$ cat src/rtl/dmem_pkg.sv
// dmem_pkg: shared width codes, bus size codes and pending-entry layout for the data-memory request path.
package dmem_pkg;
    typedef enum logic [1:0] {
        MW_NONE = 2'b00,
        MW_BYTE = 2'b01,
        MW_HALF = 2'b10,
        MW_WORD = 2'b11
    } mem_width_e;
    typedef enum logic [1:0] {
        SZ_BYTE = 2'b00,
        SZ_HALF = 2'b01,
        SZ_WORD = 2'b10
    } bus_size_e;
    typedef enum logic {
        ST_IDLE,
        ST_REQ
    } req_state_e;
    typedef struct packed {
        logic       is_load;
        logic [1:0] off;
        mem_width_e width;
        logic       sgn;
    } pend_t;
    localparam int PEND_W = $bits(pend_t);
    function automatic bus_size_e bus_size(input mem_width_e w);
        return w == MW_BYTE ? SZ_BYTE : w == MW_HALF ? SZ_HALF : SZ_WORD;
    endfunction
endpackage

$ cat src/rtl/dmem_req_ctrl_if.sv
// dmem_req_ctrl_if: SRAM-like data bus (req/addr_ok/data_ok).
//  master: drives req, wr, size, addr, wdata, wstrb; receives addr_ok, data_ok, rdata
//  slave : the bus bridge side
interface dmem_req_ctrl_if #(
    parameter int ADDR_W = 32
);
    logic              req;
    logic              wr;
    logic [1:0]        size;
    logic [ADDR_W-1:0] addr;
    logic [31:0]       wdata;
    logic [3:0]        wstrb;
    logic              addr_ok;
    logic              data_ok;
    logic [31:0]       rdata;
    modport master (
        output req, wr, size, addr, wdata, wstrb,
        input  addr_ok, data_ok, rdata
    );
    modport slave (
        input  req, wr, size, addr, wdata, wstrb,
        output addr_ok, data_ok, rdata
    );
endinterface

$ cat src/rtl/dmem_pending_fifo.sv
// dmem_pending_fifo: in-order queue of accepted bus transactions awaiting data_ok.
//  push/push_data: enqueue (ignored when full); pop: dequeue head (ignored when empty)
//  pop_data: head entry; count/full/empty: occupancy
module dmem_pending_fifo
    import dmem_pkg::*;
#(
    parameter int  DEPTH = 2,
    localparam int CW    = $clog2(DEPTH + 1),
    localparam int AW    = (DEPTH > 1) ? $clog2(DEPTH) : 1
) (
    input  logic          clk,
    input  logic          rst,
    input  logic          push,
    input  pend_t         push_data,
    input  logic          pop,
    output pend_t         pop_data,
    output logic [CW-1:0] count,
    output logic          full,
    output logic          empty
);
    logic [PEND_W-1:0] mem [DEPTH];
    logic [AW-1:0]     rd_ptr;
    logic [AW-1:0]     wr_ptr;
    logic              do_push;
    logic              do_pop;
    function automatic logic [AW-1:0] inc(input logic [AW-1:0] p);
        return (p == AW'(DEPTH - 1)) ? '0 : p + 1'b1;
    endfunction
    assign full     = count == CW'(DEPTH);
    assign empty    = count == '0;
    assign do_push  = push & ~full;
    assign do_pop   = pop & ~empty;
    assign pop_data = pend_t'(mem[rd_ptr]);
    always_ff @(posedge clk or posedge rst) begin
        if (rst) begin
            rd_ptr <= '0;
            wr_ptr <= '0;
            count  <= '0;
        end else begin
            if (do_push) wr_ptr <= inc(wr_ptr);
            if (do_pop) rd_ptr <= inc(rd_ptr);
            count <= count + CW'(do_push) - CW'(do_pop);
        end
    end
    always_ff @(posedge clk) begin
        if (do_push) mem[wr_ptr] <= push_data;
    end
endmodule

$ cat src/rtl/dmem_req_ctrl.sv
// dmem_req_ctrl: EX-stage load/store to SRAM-like bus request controller with formatted load return.
//  EX side : MemValidE, MemWriteE, MemWidthE, MemSignedE, PhyAddrE, WriteDataE in; stall_e out
//  except  : adel/ades one-cycle pulses with bad_addr
//  bus     : dmem_req_ctrl_if.master (req/wr/size/addr/wdata/wstrb out; addr_ok/data_ok/rdata in)
//  MEM side: load_valid_m, load_data_m
module dmem_req_ctrl
    import dmem_pkg::*;
#(
    parameter int ADDR_W = 32,
    parameter int DATA_W = 32,
    parameter int DEPTH  = 2
) (
    input  logic                 clk,
    input  logic                 rst,
    input  logic                 MemValidE,
    input  logic                 MemWriteE,
    input  logic [1:0]           MemWidthE,
    input  logic                 MemSignedE,
    input  logic [ADDR_W-1:0]    PhyAddrE,
    input  logic [DATA_W-1:0]    WriteDataE,
    output logic                 stall_e,
    output logic                 adel,
    output logic                 ades,
    output logic [ADDR_W-1:0]    bad_addr,
    dmem_req_ctrl_if.master      bus,
    output logic                 load_valid_m,
    output logic [DATA_W-1:0]    load_data_m
);
    req_state_e                   state;
    req_state_e                   state_n;
    mem_width_e                   width;
    logic                         req;
    logic                         op_e;
    logic                         mis;
    logic                         credit;
    logic                         capture;
    logic                         wr_q;
    logic [1:0]                   size_q;
    logic [ADDR_W-1:0]            addr_q;
    logic [31:0]                  wdata_q;
    logic [3:0]                   wstrb_q;
    pend_t                        ent_q;
    pend_t                        head;
    logic [$clog2(DEPTH+1)-1:0]   count;
    logic                         full;
    logic                         empty;
    function automatic logic [3:0] strobe(input mem_width_e w, input logic [1:0] off);
        return w == MW_BYTE ? 4'b0001 << off : w == MW_HALF ? (off[1] ? 4'b1100 : 4'b0011) : 4'b1111;
    endfunction
    function automatic logic [31:0] lanes(input mem_width_e w, input logic [31:0] d);
        return w == MW_BYTE ? {4{d[7:0]}} : w == MW_HALF ? {2{d[15:0]}} : d;
    endfunction
    function automatic logic [31:0] fmt_load(input pend_t e, input logic [31:0] d);
        logic [31:0] sh;
        sh = d >> {e.off, 3'b000};
        return e.width == MW_BYTE ? {{24{e.sgn & sh[7]}}, sh[7:0]} :
               e.width == MW_HALF ? {{16{e.sgn & sh[15]}}, sh[15:0]} : sh;
    endfunction
    assign width = mem_width_e'(MemWidthE);
    assign req   = state == ST_REQ;
    // Credit counts the queued entries plus the request in flight; a data_ok
    // this cycle is deliberately not bypassed, so a full queue frees next cycle.
    always_comb begin
        op_e    = MemValidE & (width != MW_NONE);
        mis     = ((width == MW_HALF) & PhyAddrE[0]) | ((width == MW_WORD) & (PhyAddrE[1:0] != 2'b00));
        credit  = req ? (int'(count) + 1 < DEPTH) : ~full;
        capture = op_e & ~mis & (~req | bus.addr_ok) & credit;
        stall_e = op_e & ~mis & ~capture;
        state_n = (capture | (req & ~bus.addr_ok)) ? ST_REQ : ST_IDLE;
    end
    always_ff @(posedge clk or posedge rst) begin
        if (rst) begin
            state <= ST_IDLE;
        end else begin
            state <= state_n;
        end
    end
    // Bus fields only load on capture, which keeps them stable while addr_ok is pending.
    always_ff @(posedge clk or posedge rst) begin
        if (rst) begin
            wr_q     <= 1'b0;
            size_q   <= 2'b00;
            addr_q   <= '0;
            wdata_q  <= '0;
            wstrb_q  <= '0;
            ent_q    <= '0;
            adel     <= 1'b0;
            ades     <= 1'b0;
            bad_addr <= '0;
        end else begin
            if (capture) begin
                wr_q    <= MemWriteE;
                size_q  <= bus_size(width);
                addr_q  <= PhyAddrE;
                wdata_q <= lanes(width, WriteDataE);
                wstrb_q <= MemWriteE ? strobe(width, PhyAddrE[1:0]) : 4'b0000;
                ent_q   <= '{is_load: ~MemWriteE, off: PhyAddrE[1:0], width: width, sgn: MemSignedE};
            end
            adel <= op_e & mis & ~MemWriteE;
            ades <= op_e & mis & MemWriteE;
            if (op_e & mis) bad_addr <= PhyAddrE;
        end
    end
    assign bus.req   = req;
    assign bus.wr    = wr_q;
    assign bus.size  = size_q;
    assign bus.addr  = addr_q;
    assign bus.wdata = wdata_q;
    assign bus.wstrb = wstrb_q;
    dmem_pending_fifo #(.DEPTH(DEPTH)) u_fifo (
        .clk       (clk),
        .rst       (rst),
        .push      (req & bus.addr_ok),
        .push_data (ent_q),
        .pop       (bus.data_ok),
        .pop_data  (head),
        .count     (count),
        .full      (full),
        .empty     (empty)
    );
    assign load_valid_m = bus.data_ok & ~empty & head.is_load;
    assign load_data_m  = load_valid_m ? fmt_load(head, bus.rdata) : '0;
endmodule

$ cat src/flat_wrapper.sv
// flat-port wrapper written by rule: the top's interface ports become plain ports
module dmem_req_ctrl_flat import dmem_pkg::*;
#(
    parameter int ADDR_W = 32,
    parameter int DATA_W = 32,
    parameter int DEPTH  = 2
)
  (clk, rst, MemValidE, MemWriteE, MemWidthE, MemSignedE, PhyAddrE, WriteDataE, stall_e, adel, ades, bad_addr, load_valid_m, load_data_m, bus_req, bus_wr, bus_size, bus_addr, bus_wdata, bus_wstrb, bus_addr_ok, bus_data_ok, bus_rdata);
  dmem_req_ctrl_if #(.ADDR_W(ADDR_W)) bus_i ();
  input  logic clk;
  input  logic rst;
  input  logic MemValidE;
  input  logic MemWriteE;
  input  logic [1:0] MemWidthE;
  input  logic MemSignedE;
  input  logic [ADDR_W-1:0] PhyAddrE;
  input  logic [DATA_W-1:0] WriteDataE;
  output logic stall_e;
  output logic adel;
  output logic ades;
  output logic [ADDR_W-1:0] bad_addr;
  output logic load_valid_m;
  output logic [DATA_W-1:0] load_data_m;
  output wire logic [$bits(bus_i.req)-1:0] bus_req;
  output wire logic [$bits(bus_i.wr)-1:0] bus_wr;
  output wire logic [$bits(bus_i.size)-1:0] bus_size;
  output wire logic [$bits(bus_i.addr)-1:0] bus_addr;
  output wire logic [$bits(bus_i.wdata)-1:0] bus_wdata;
  output wire logic [$bits(bus_i.wstrb)-1:0] bus_wstrb;
  input wire logic [$bits(bus_i.addr_ok)-1:0] bus_addr_ok;
  input wire logic [$bits(bus_i.data_ok)-1:0] bus_data_ok;
  input wire logic [$bits(bus_i.rdata)-1:0] bus_rdata;
  assign bus_req = bus_i.req;
  assign bus_wr = bus_i.wr;
  assign bus_size = bus_i.size;
  assign bus_addr = bus_i.addr;
  assign bus_wdata = bus_i.wdata;
  assign bus_wstrb = bus_i.wstrb;
  assign bus_i.addr_ok = bus_addr_ok;
  assign bus_i.data_ok = bus_data_ok;
  assign bus_i.rdata = bus_rdata;
  dmem_req_ctrl #(.ADDR_W(ADDR_W), .DATA_W(DATA_W), .DEPTH(DEPTH)) u_core (.clk(clk), .rst(rst), .MemValidE(MemValidE), .MemWriteE(MemWriteE), .MemWidthE(MemWidthE), .MemSignedE(MemSignedE), .PhyAddrE(PhyAddrE), .WriteDataE(WriteDataE), .stall_e(stall_e), .adel(adel), .ades(ades), .bad_addr(bad_addr), .bus(bus_i), .load_valid_m(load_valid_m), .load_data_m(load_data_m));
endmodule
$ cat config.mk
export PLATFORM = sky130hd
export DESIGN_NAME = dmem_req_ctrl_flat
export DESIGN_NICKNAME = d
export VERILOG_FILES = /design/src/rtl/dmem_pkg.sv /design/src/rtl/dmem_req_ctrl_if.sv /design/src/rtl/dmem_pending_fifo.sv /design/src/rtl/dmem_req_ctrl.sv /design/src/flat_wrapper.sv
export SDC_FILE = /design/constraint.sdc
export NUM_CORES = 1
export LEC_CHECK = 0
export BUFFER_PORTS_ARGS = -buffer_cell sky130_fd_sc_hd__buf_4
export CAP_MARGIN = 20
export CORE_MARGIN = 4
export CORE_UTILIZATION = 45
export CTS_BUF_LIST = sky130_fd_sc_hd__clkbuf_2
export CTS_CLUSTER_DIAMETER = 50
export DETAILED_ROUTE_END_ITERATION = 16
export PLACE_DENSITY_LB_ADDON = 0.25
export SYNTH_ARGS = -nofsm -noshare
export SYNTH_HDL_FRONTEND = slang
export SYNTH_SLANG_ARGS = --single-unit
$ cat constraint.sdc
create_clock -name clk -period 5.1 [get_ports clk]
set_clock_uncertainty 0.05 [all_clocks]
set_input_delay 0.255 -clock clk [delete_from_list [all_inputs] [get_ports clk]]
set_output_delay 0.255 -clock clk [all_outputs]
set_load 0.05 [all_outputs]
======== Word-level counts from Yosys, hierarchy flattened ========
Memory sizes are Yosys's and may differ from the RTL's.
Cells that the tools add are included.
W data, S select, Z words.
cells by class
  $add $sub $neg .......................... 5
  magnitude comparators ................... 1
  eq/ne operators ......................... 6
  shifts and indexed selects .............. 2
  muxes and demuxes ....................... 17
  bitwise operators ....................... 27
  reductions and logical operators ........ 3
operators by type and width
  operator               count
  $mux W32               5
  $lt A32 B3 Y1 const B  1
  $shr A32 B5 Y32        1
  $and A1 B1 Y1          17
  $mux W4                4
  $eq A2 B2 Y1 const B   4
  $not A1 Y1             7
  $mux W1                6
  $eq A2 B1 Y1 const B   2
  $mux W2                2
  $reduce_bool A2 Y1     2
  $shl A1 B2 Y4 const A  1
  $add A2 B1 Y3 const B  1
  $or A1 B1 Y1           3
  $add A1 B1 Y1 const B  2
  $add A2 B1 Y2          1
  $logic_not A2 Y1       1
  $sub A2 B1 Y2          1
storage, ports and cells
  register bits ........................... 116
  bits in writable memories ............... 12
  bits of input ports ..................... 105
  output and inout port bits .............. 140
  logic and storage cells ................. 78
  memories kept ........................... 1
memories
  name               depth  width  read ports  clocked after memory_dff  write ports  RTL line                 RTL
  u_core.u_fifo.mem  2      6      1           0                         1            dmem_pending_fifo.sv:21  logic [PEND_W-1:0] mem [DEPTH];

======== Longest topological paths before layout ========
Gate-level depths: netlist of run 1.
  depth after elaboration ................. 9
  mapped depth ............................ 9
  depth with buffers taken out ............ 7

======== By module ========
From an unflattened synthesis of run 1, not the netlist that was laid out.
unflattened totals
  cells, all modules ...................... 487
  area, all modules ....................... 6,052.1 um2
by module, submodules not included
  module             times used  cells an instance  area each (um2)  sequential area each (um2)
  dmem_req_ctrl      1           449                5,415.2          2,752.6
  dmem_pending_fifo  1           38                 636.9            460.4

======== Worst setup path after synthesis of run 1 ========
Ideal clock, no wire load.
  path kind ............................... register to output
  start point ............................. register u_core.u_fifo.rd_ptr
  end point ............................... output port load_data_m[30]
  data arrival time ....................... 2,550 ps
  required time ........................... 4,795 ps
  path slack .............................. 2,245 ps
  stages on the path, launching flop included .. 7
  path buffers ............................ 1
  cell sequence ........................... dfrtp_1 mux2i_4 and2_1 o21ai_2 o21ai_2 clkbuf_2 nor3b_1
on the way
  word-level cells in the longest chain between the ends .. 6
  elaborated cells between the ends (all ways) .. 10
  classes of those cells .................. 2 x eq/ne; 1 x shift; 3 x mux; 3 x bitwise; 1 x memory
ends and longest elaborated chain
  what                    RTL line                 RTL
  start, declared         dmem_pending_fifo.sv:22  logic [AW-1:0] rd_ptr;
  start signal, assigned  dmem_pending_fifo.sv:41  if (do_pop) rd_ptr <= inc(rd_ptr);
  $mem_v2 Z2 W6 (*)       --
  $shr A32 B5 Y32         dmem_req_ctrl.sv:55      sh = d >> {e.off, 3'b000};
  $and A1 B1 Y1           dmem_req_ctrl.sv:57      e.width == MW_HALF ? {{16{e.sgn & sh[15]}}, sh[15:0]} : sh;
  $mux W32                dmem_req_ctrl.sv:57
  $mux W32                dmem_req_ctrl.sv:56      return e.width == MW_BYTE ? {{24{e.sgn & sh[7]}}, sh[7:0]} :
  $mux W32 (*)            dmem_req_ctrl.sv:122     assign load_data_m = load_valid_m ? fmt_load(head, bus.rdata) : '0;
  end, declared           flat_wrapper.sv:23       output logic [DATA_W-1:0] load_data_m;
Every way passes the cells marked *; elsewhere a longest branch is shown, timed or not.

======== Final worst setup path of run 1 ========
  start point ............................. register u_core.u_fifo.rd_ptr
  end point ............................... output port load_data_m[24]
The elaborated chain is that of the path after synthesis.

==> results of run 1 <==
registers in the layout (all words and copies together), names as in the netlist:
signal	count
u_core.bad_addr	32
u_core.bus.wdata	32
u_core.bus.addr	31
u_core.u_fifo.mem	12
u_core.ent_q	5
u_core.bus.wstrb	4
u_core.bus.size	2
u_core.u_fifo.count	2
u_core.adel	1
u_core.ades	1
u_core.bus.req	1
u_core.bus.wr	1
u_core.u_fifo.rd_ptr	1
u_core.u_fifo.wr_ptr	1
repair_timing:
item | CTS | global route
hold buffers | 73 | 0
setup buffers | 0 | 0
hold endpoints to repair | 162 | 0
final timing paths:
kind | from | depth (start not counted) | endpoint
max in group asynchronous | rst | 4 | u_core.bus.wdata[4]
min | rst | 3 | u_core.bus.addr[14]
min in group clk | MemValidE | 4 | u_core.bus.req
max reg2reg | u_core.u_fifo.count[0] | 4 | u_core.bus.wdata[7]
max | u_core.u_fifo.rd_ptr | 7 | load_data_m[24]
min reg2reg | u_core.ent_q[2] | 0 | u_core.u_fifo.mem[1][2]
worst reg2reg max path, stage by stage, from the launching register on:
cell     delay (ns)
dfrtp_1        0.46
o21ai_0        0.33
nand3_4        0.67
buf_4          0.55
mux2_2         0.32
synth_stat cells, types with 2 or more instances:
master	number
buf_1	3
a21oi_1	12
o21ai_2	3
and2_1	6
a21boi_0	16
nand3b_1	3
ha_1	6
nand2b_1	7
a211oi_1	9
o21ai_1	6
nor3b_2	12
inv_1	10
dfrtp_1	114
o21ai_0	32
buf_4	3
mux2i_1	34
nand3_1	3
nor3b_1	3
mux2_1	5
mux2_2	84
buf_6	5
edfxtp_1	12
xnor2_1	4
buf_2	11
nand2_1	33
clkbuf_1	9
a221oi_1	6
o21a_1	2
nor2_2	7
nor2_1	23
per-layer routing:
layer | part of all wire, % | track usage [%] | wire (um)
met4 | 3.0 | 9.63 | 527
met2 | 49 | 37.0 | 8550
met1 | 39 | 26.4 | 6870
met5 | 0 | 0 | 0
met3 | 9.4 | 9.38 | 1650
cell type report:
| type | instances | area [um2] |
|---|---|---|
| tap | 176 | 220 |
| antenna | 2 | 5.00 |
| clock buffer | 17 | 85.1 |
| fill | 1032 | 4230 |
| clock inverter | 15 | 199 |
| multi-input combinational | 336 | 2740 |
| inverter | 10 | 40.0 |
| sequential | 126 | 3210 |
| timing repair buffer | 324 | 2620 |
stage by stage:
step / power, mW / cells
final: 5.78 / 1006
after global routing: 6.07 / 1005
after CTS: 5.81 / 1004
after detailed placement: 5.03 / 899
after global placement: 4.97 / 899
after floorplan: 4.05 / 504
kinds of logic (layout without fill, tap and decap cells):
kind of cell / Yosys count / in the layout / share of synthesized area [%]
compound gates: 97 / 97 / 10.4
xor+xnor: 5 / 5 / 0.711
fa+ha+maj: 6 / 6 / 1.22
buf+inv: 42 / 366 / 3.60
flops: 126 / 126 / 52.2
mux: 124 / 124 / 22.2
other cells: 0 / 2 / 0
simple gates: 104 / 104 / 9.75
power by group through the flow:
stage	Clock, mW	Sequential (mW)	Combinational, mW
detailed placement	0	1.69	3.34
floorplan	0	2.84	1.20
global route	0.786	1.73	3.56
finish	0.723	1.68	3.38
global placement	0	1.67	3.30
CTS	0.743	1.67	3.39
==> impl_metrics.py, run 1 <==
metrics = {
    "outcome": {
        "status": "finished, final reports clean",
    },
    "drt": {
        "routedWlPerCell_um": 17.5,
        "drt-vias-per-instance": 5.15,
        "drt-pass1-iter-count": 5,
        "routed_wl_um": 17600,
        "drt-initial-drc-count": 193,
        "vias": 5176,
        "ant_nets": 0,
        "drc": 0,
    },
    "clock_tree": {
        "h-tree-depth": 4,
        "insertion_delay_ns": 0.67,
        "clock-sinks": 126,
        "cts_tree": "yes",
        "root_buffer": "clkbuf_2",
        "clk_pin_slew_ns": 0.19,
        "numCtsBuffers": 17,
        "clk_path_buf_depth": 2,
        "cts_resized": 0,
    },
    "critical_path": {
        "slowest_delay_ns": 0.89,
        "path_cells": "mux2i_4 -> mux2i_1 -> o22ai_1 -> o21ai_2 -> buf_4 -> nor3b_2 -> buf_4",
        "cpMostUsedCell": "buf_4",
        "crit_type": "reg -> out",
        "worstSetupStartpointType": "flip-flop",
        "required_ns": 4.80,
        "end_kind": "primary output",
        "slowest_stage": "mux2i_4",
        "worst-path-max-fanout": 26,
        "crit_family": "multiplexers",
        "crit_buf_inv": 2,
        "worst_ep_arrival_time_ns": 4.06,
        "reg2reg_slack_ns": 2.65,
    },
    "floorplan": {
        "die_w_um": 125,
        "start_util_pct": 46.1,
        "core_area_um2": 13300,
        "num_rows": 42,
        "io_pins": 245,
        "die_area_um2": 15600,
        "dieHeight_um": 125,
    },
    "pwr": {
        "p_leak_nw": 4.27,
        "seqPwrFrac_pct": 29.0,
        "ir_drop_mv": 0.511,
        "comb_power_share_pct": 58.4,
        "clkPwrFrac_pct": 12.5,
        "p_sw_mw": 2.88,
        "p_int_mw": 2.89,
        "power.density_nw_per_um2": 634,
        "p_sw_share_pct": 49.9,
    },
    "yosys": {
        "synthCells": 504,
        "synth_top_area_cell": "dfrtp_1",
        "synth-seq-area-share_pct": 52.2,
        "yosys-top-cells-area": "dfrtp_1 (46%), mux2_2 (15%), edfxtp_1 (5.9%)",
        "ys_async_sr_fraction_pct": 90.5,
        "ys_warn_count": 0,
        "synth_nets": 615,
        "synth_cell_type_count": 51,
        "avgSynthCellArea_um2": 12.2,
        "synth_edf_count": 12,
        "syn-cell-area_um2": 6160,
        "ys_seq_elements": 126,
        "synth_flop_cell": "dfrtp_1",
        "synth_top_area_share_pct": 46.3,
    },
    "hold_path": {
        "min_path_type": "in -> async",
    },
    "sta": {
        "rsz0062_at_grt": "no",
        "maxSlewHeadroom_pct": 31.7,
        "fin_setup_tns_ns": 0,
        "fin_crit_ns": 4.36,
        "fmax_mhz": 229,
        "setup_viol": 0,
        "setup_slack_ns": 0.736,
        "drv_slew": 0,
        "hold_viol_final": 0,
        "worstMarginPinSlew_ns": 1.02,
        "hold_ws_ns": 0.148,
        "period_share_pct": 85.6,
    },
    "global_route": {
        "grt_antenna_before_repair": 1,
        "grt_pass1_vias": 5588,
        "grt_pass1_wl_um": 28700,
        "gr-usage-all-layers_pct": 22.7,
        "grt_max_degree": 70,
        "grt_overflow_total": 0,
    },
    "finish": {
        "final_nets": 926,
        "final_common_cell": "buf_4",
        "final_design_area_no_fill_um2": 9110,
        "area_delta_synth_final_pct": 48.0,
        "final_core_util_pct": 68.3,
        "final_cell_mix": "buf_4 (251), dfrtp_1 (114), mux2_2 (84)",
        "drive_above_1_share_pct": 47.3,
    },
    "place": {
        "dp_hpwl_um": 12100,
        "numPortBuffers": 244,
        "pre_cts_ws_ns": 1.49,
        "gp_congestion": 0.834,
        "place_area_um2": 8100,
    },
    "flow_run": {
        "drv_cap": 0,
    },
}
Power figures use the tool's default switching activity.
==> inputs of run 2 (changes only) <==
Clock period 5.1 ns to 4.7 ns, I/O delays scaled along.
==> run 2 against run 1 <==
Net effect:
- setup slack got worse by 0.15 ns
- core utilization fell by 0.14 points
- highest routed layer unchanged
- combinational power rose by 9.2%
- final area fell by 0.21%
- clock power fell by 14%
- non-clock buffer count rose by 2
- sequential share of layout area rose by 0.073 points
- worst hold slack improved by 0.058 ns
- via count rose by 0.12%
==> impl_metrics.py, run 2 (synthesized netlist as in run 1, its figures left out) <==
metrics = {
    "floorplan": {
        "die_w_um": 125,
        "die_area_um2": 15600,
        "dieHeight_um": 125,
        "io_pins": 245,
        "num_rows": 42,
        "core_area_um2": 13300,
        "start_util_pct": 46.1,
    },
    "pwr": {
        "ir_drop_mv": 0.464,
        "power.density_nw_per_um2": 674,
        "p_leak_nw": 4.26,
    },
    "drt": {
        "routedWlPerCell_um": 17.8,
        "drc": 0,
        "drt-vias-per-instance": 5.15,
        "vias": 5182,
        "routed_wl_um": 17900,
        "drt-initial-drc-count": 229,
        "ant_nets": 0,
        "drt-pass1-iter-count": 4,
    },
    "clock_tree": {
        "cts_tree": "yes",
        "root_buffer": "clkbuf_2",
        "clock-sinks": 126,
        "numCtsBuffers": 17,
        "cts_resized": 0,
        "cts_setup_buffers": 0,
        "h-tree-depth": 4,
        "clk_pin_slew_ns": 0.15,
        "insertion_delay_ns": 0.66,
        "clk_path_buf_depth": 2,
    },
    "finish": {
        "final_nets": 928,
        "drive_above_1_share_pct": 47.8,
        "fill_cells": 980,
        "area_delta_synth_final_pct": 47.7,
        "final_common_cell": "buf_4",
        "final_cell_mix": "buf_4 (250), dfrtp_1 (114), mux2_2 (84)",
    },
    "sta": {
        "hold_viol_final": 0,
        "worstMarginPinSlew_ns": 1.03,
        "maxSlewHeadroom_pct": 31.4,
        "fin_crit_ns": 4.11,
        "fin_setup_tns_ns": 0,
        "rsz0062_at_grt": "no",
        "setup_viol": 0,
        "fmax_mhz": 243,
        "drv_slew": 0,
        "hold_ws_ns": 0.206,
        "period_share_pct": 87.4,
    },
    "global_route": {
        "grt_pass1_wl_um": 28500,
        "grt_util_met3_pct": 9.34,
        "grt_max_degree": 84,
        "grt_pass1_vias": 5479,
        "grt_antenna_before_repair": 2,
        "busiest_layer": "met2",
        "grt_overflow_total": 0,
        "grt_util_met1_pct": 25.8,
        "gr-usage-all-layers_pct": 22.6,
        "grtUsageMet2_pct": 37.1,
    },
    "outcome": {
        "status": "finished, final reports clean",
    },
    "critical_path": {
        "reg2reg_slack_ns": 2.57,
        "crit_type": "reg -> out",
        "path_cells": "inv_1 -> a21oi_4 -> o22ai_1 -> o21ai_2 -> buf_4 -> nor3b_2 -> buf_4",
        "slowest_delay_ns": 0.83,
        "worst-path-max-fanout": 32,
        "cpMostUsedCell": "buf_4",
        "slowest_stage": "o21ai_2",
        "worstSetupStartpointType": "flip-flop",
        "required_ns": 4.41,
        "worst_ep_arrival_time_ns": 3.82,
        "end_kind": "primary output",
    },
    "flow_run": {
        "drv_cap": 0,
    },
    "hold_path": {
        "min_path_type": "in -> reg",
    },
    "place": {
        "gp_congestion": 0.848,
        "dp_hpwl_um": 12200,
        "numPortBuffers": 244,
    },
}
[run 2: final cells by class]
type	instances	area, um2	area share (%)
diodes	2	5.00	0.0550
clock buffers	18	90.1	0.990
clock inverters	13	125	1.38
inverters	10	40.0	0.440
multi-input cells	336	2740	30.1
flip-flops and latches	126	3210	35.3
well taps	176	220	2.42
repair buffers	326	2670	29.3
[run 2: routing by layer]
| metal | part of all wire, % | vias up | routed length, um |
|---|---|---|---|
| met5 | 0 | - | 0 |
| met4 | 3.2 | 0 | 580 |
| met3 | 8.8 | 47 | 1580 |
| met2 | 49 | 212 | 8780 |
| met1 | 39 | 2493 | 6960 |
| li1 | - | 2430 | - |
[run 2: per-stage QoR]
step	utilization, %	instance area [um2]	std cells	worst slack [ns]	total power [mW]
final	68.1	9100	1007	0.591	6.13
after global routing	68.1	9100	1007	0.246	6.44
after CTS	67.8	9050	1003	0.544	6.14
after detailed placement	60.7	8110	899	1.33	5.47
after global placement	60.7	8110	899	1.51	5.39
after floorplan	-	6160	504	1.40	4.39
[run 2: final timing paths]
path / start / to / cells after the start
max: u_core.u_fifo.rd_ptr / load_data_m[29] / 7
min: MemValidE / u_core.bus.req / 4
max reg2reg: u_core.u_fifo.count[0] / u_core.bus.wdata[4] / 4
min reg2reg: u_core.ent_q[1] / u_core.u_fifo.mem[0][1] / 0
max in group asynchronous: rst / u_core.bus.wdata[16] / 6
min in group asynchronous: rst / u_core.bad_addr[9] / 4
[run 2: where the power goes]
| part | internal (mW) | leakage, nW | switching [mW] |
|---|---|---|---|
| registers | 1.54 | 1.49 | 0.282 |
| clock network | 0.236 | 0.136 | 0.387 |
| logic | 1.22 | 2.64 | 2.47 |
| total | 2.99 | 4.26 | 3.14 |
[run 2: critical path, delay by kind of cell, from the launching register on]
family,cells,cell delay (ns)
AO/OA/AOI/OAI,3,1.71
buffers and inverters,3,0.74
flip-flops,1,0.67
AND/OR/NAND/NOR,1,0.06
[run 2: repair_timing]
action | CTS | global route
hold buffers | 73 | 1
endpoints found under the hold margin | 193 | 25
setup endpoints to repair | 0 | 0
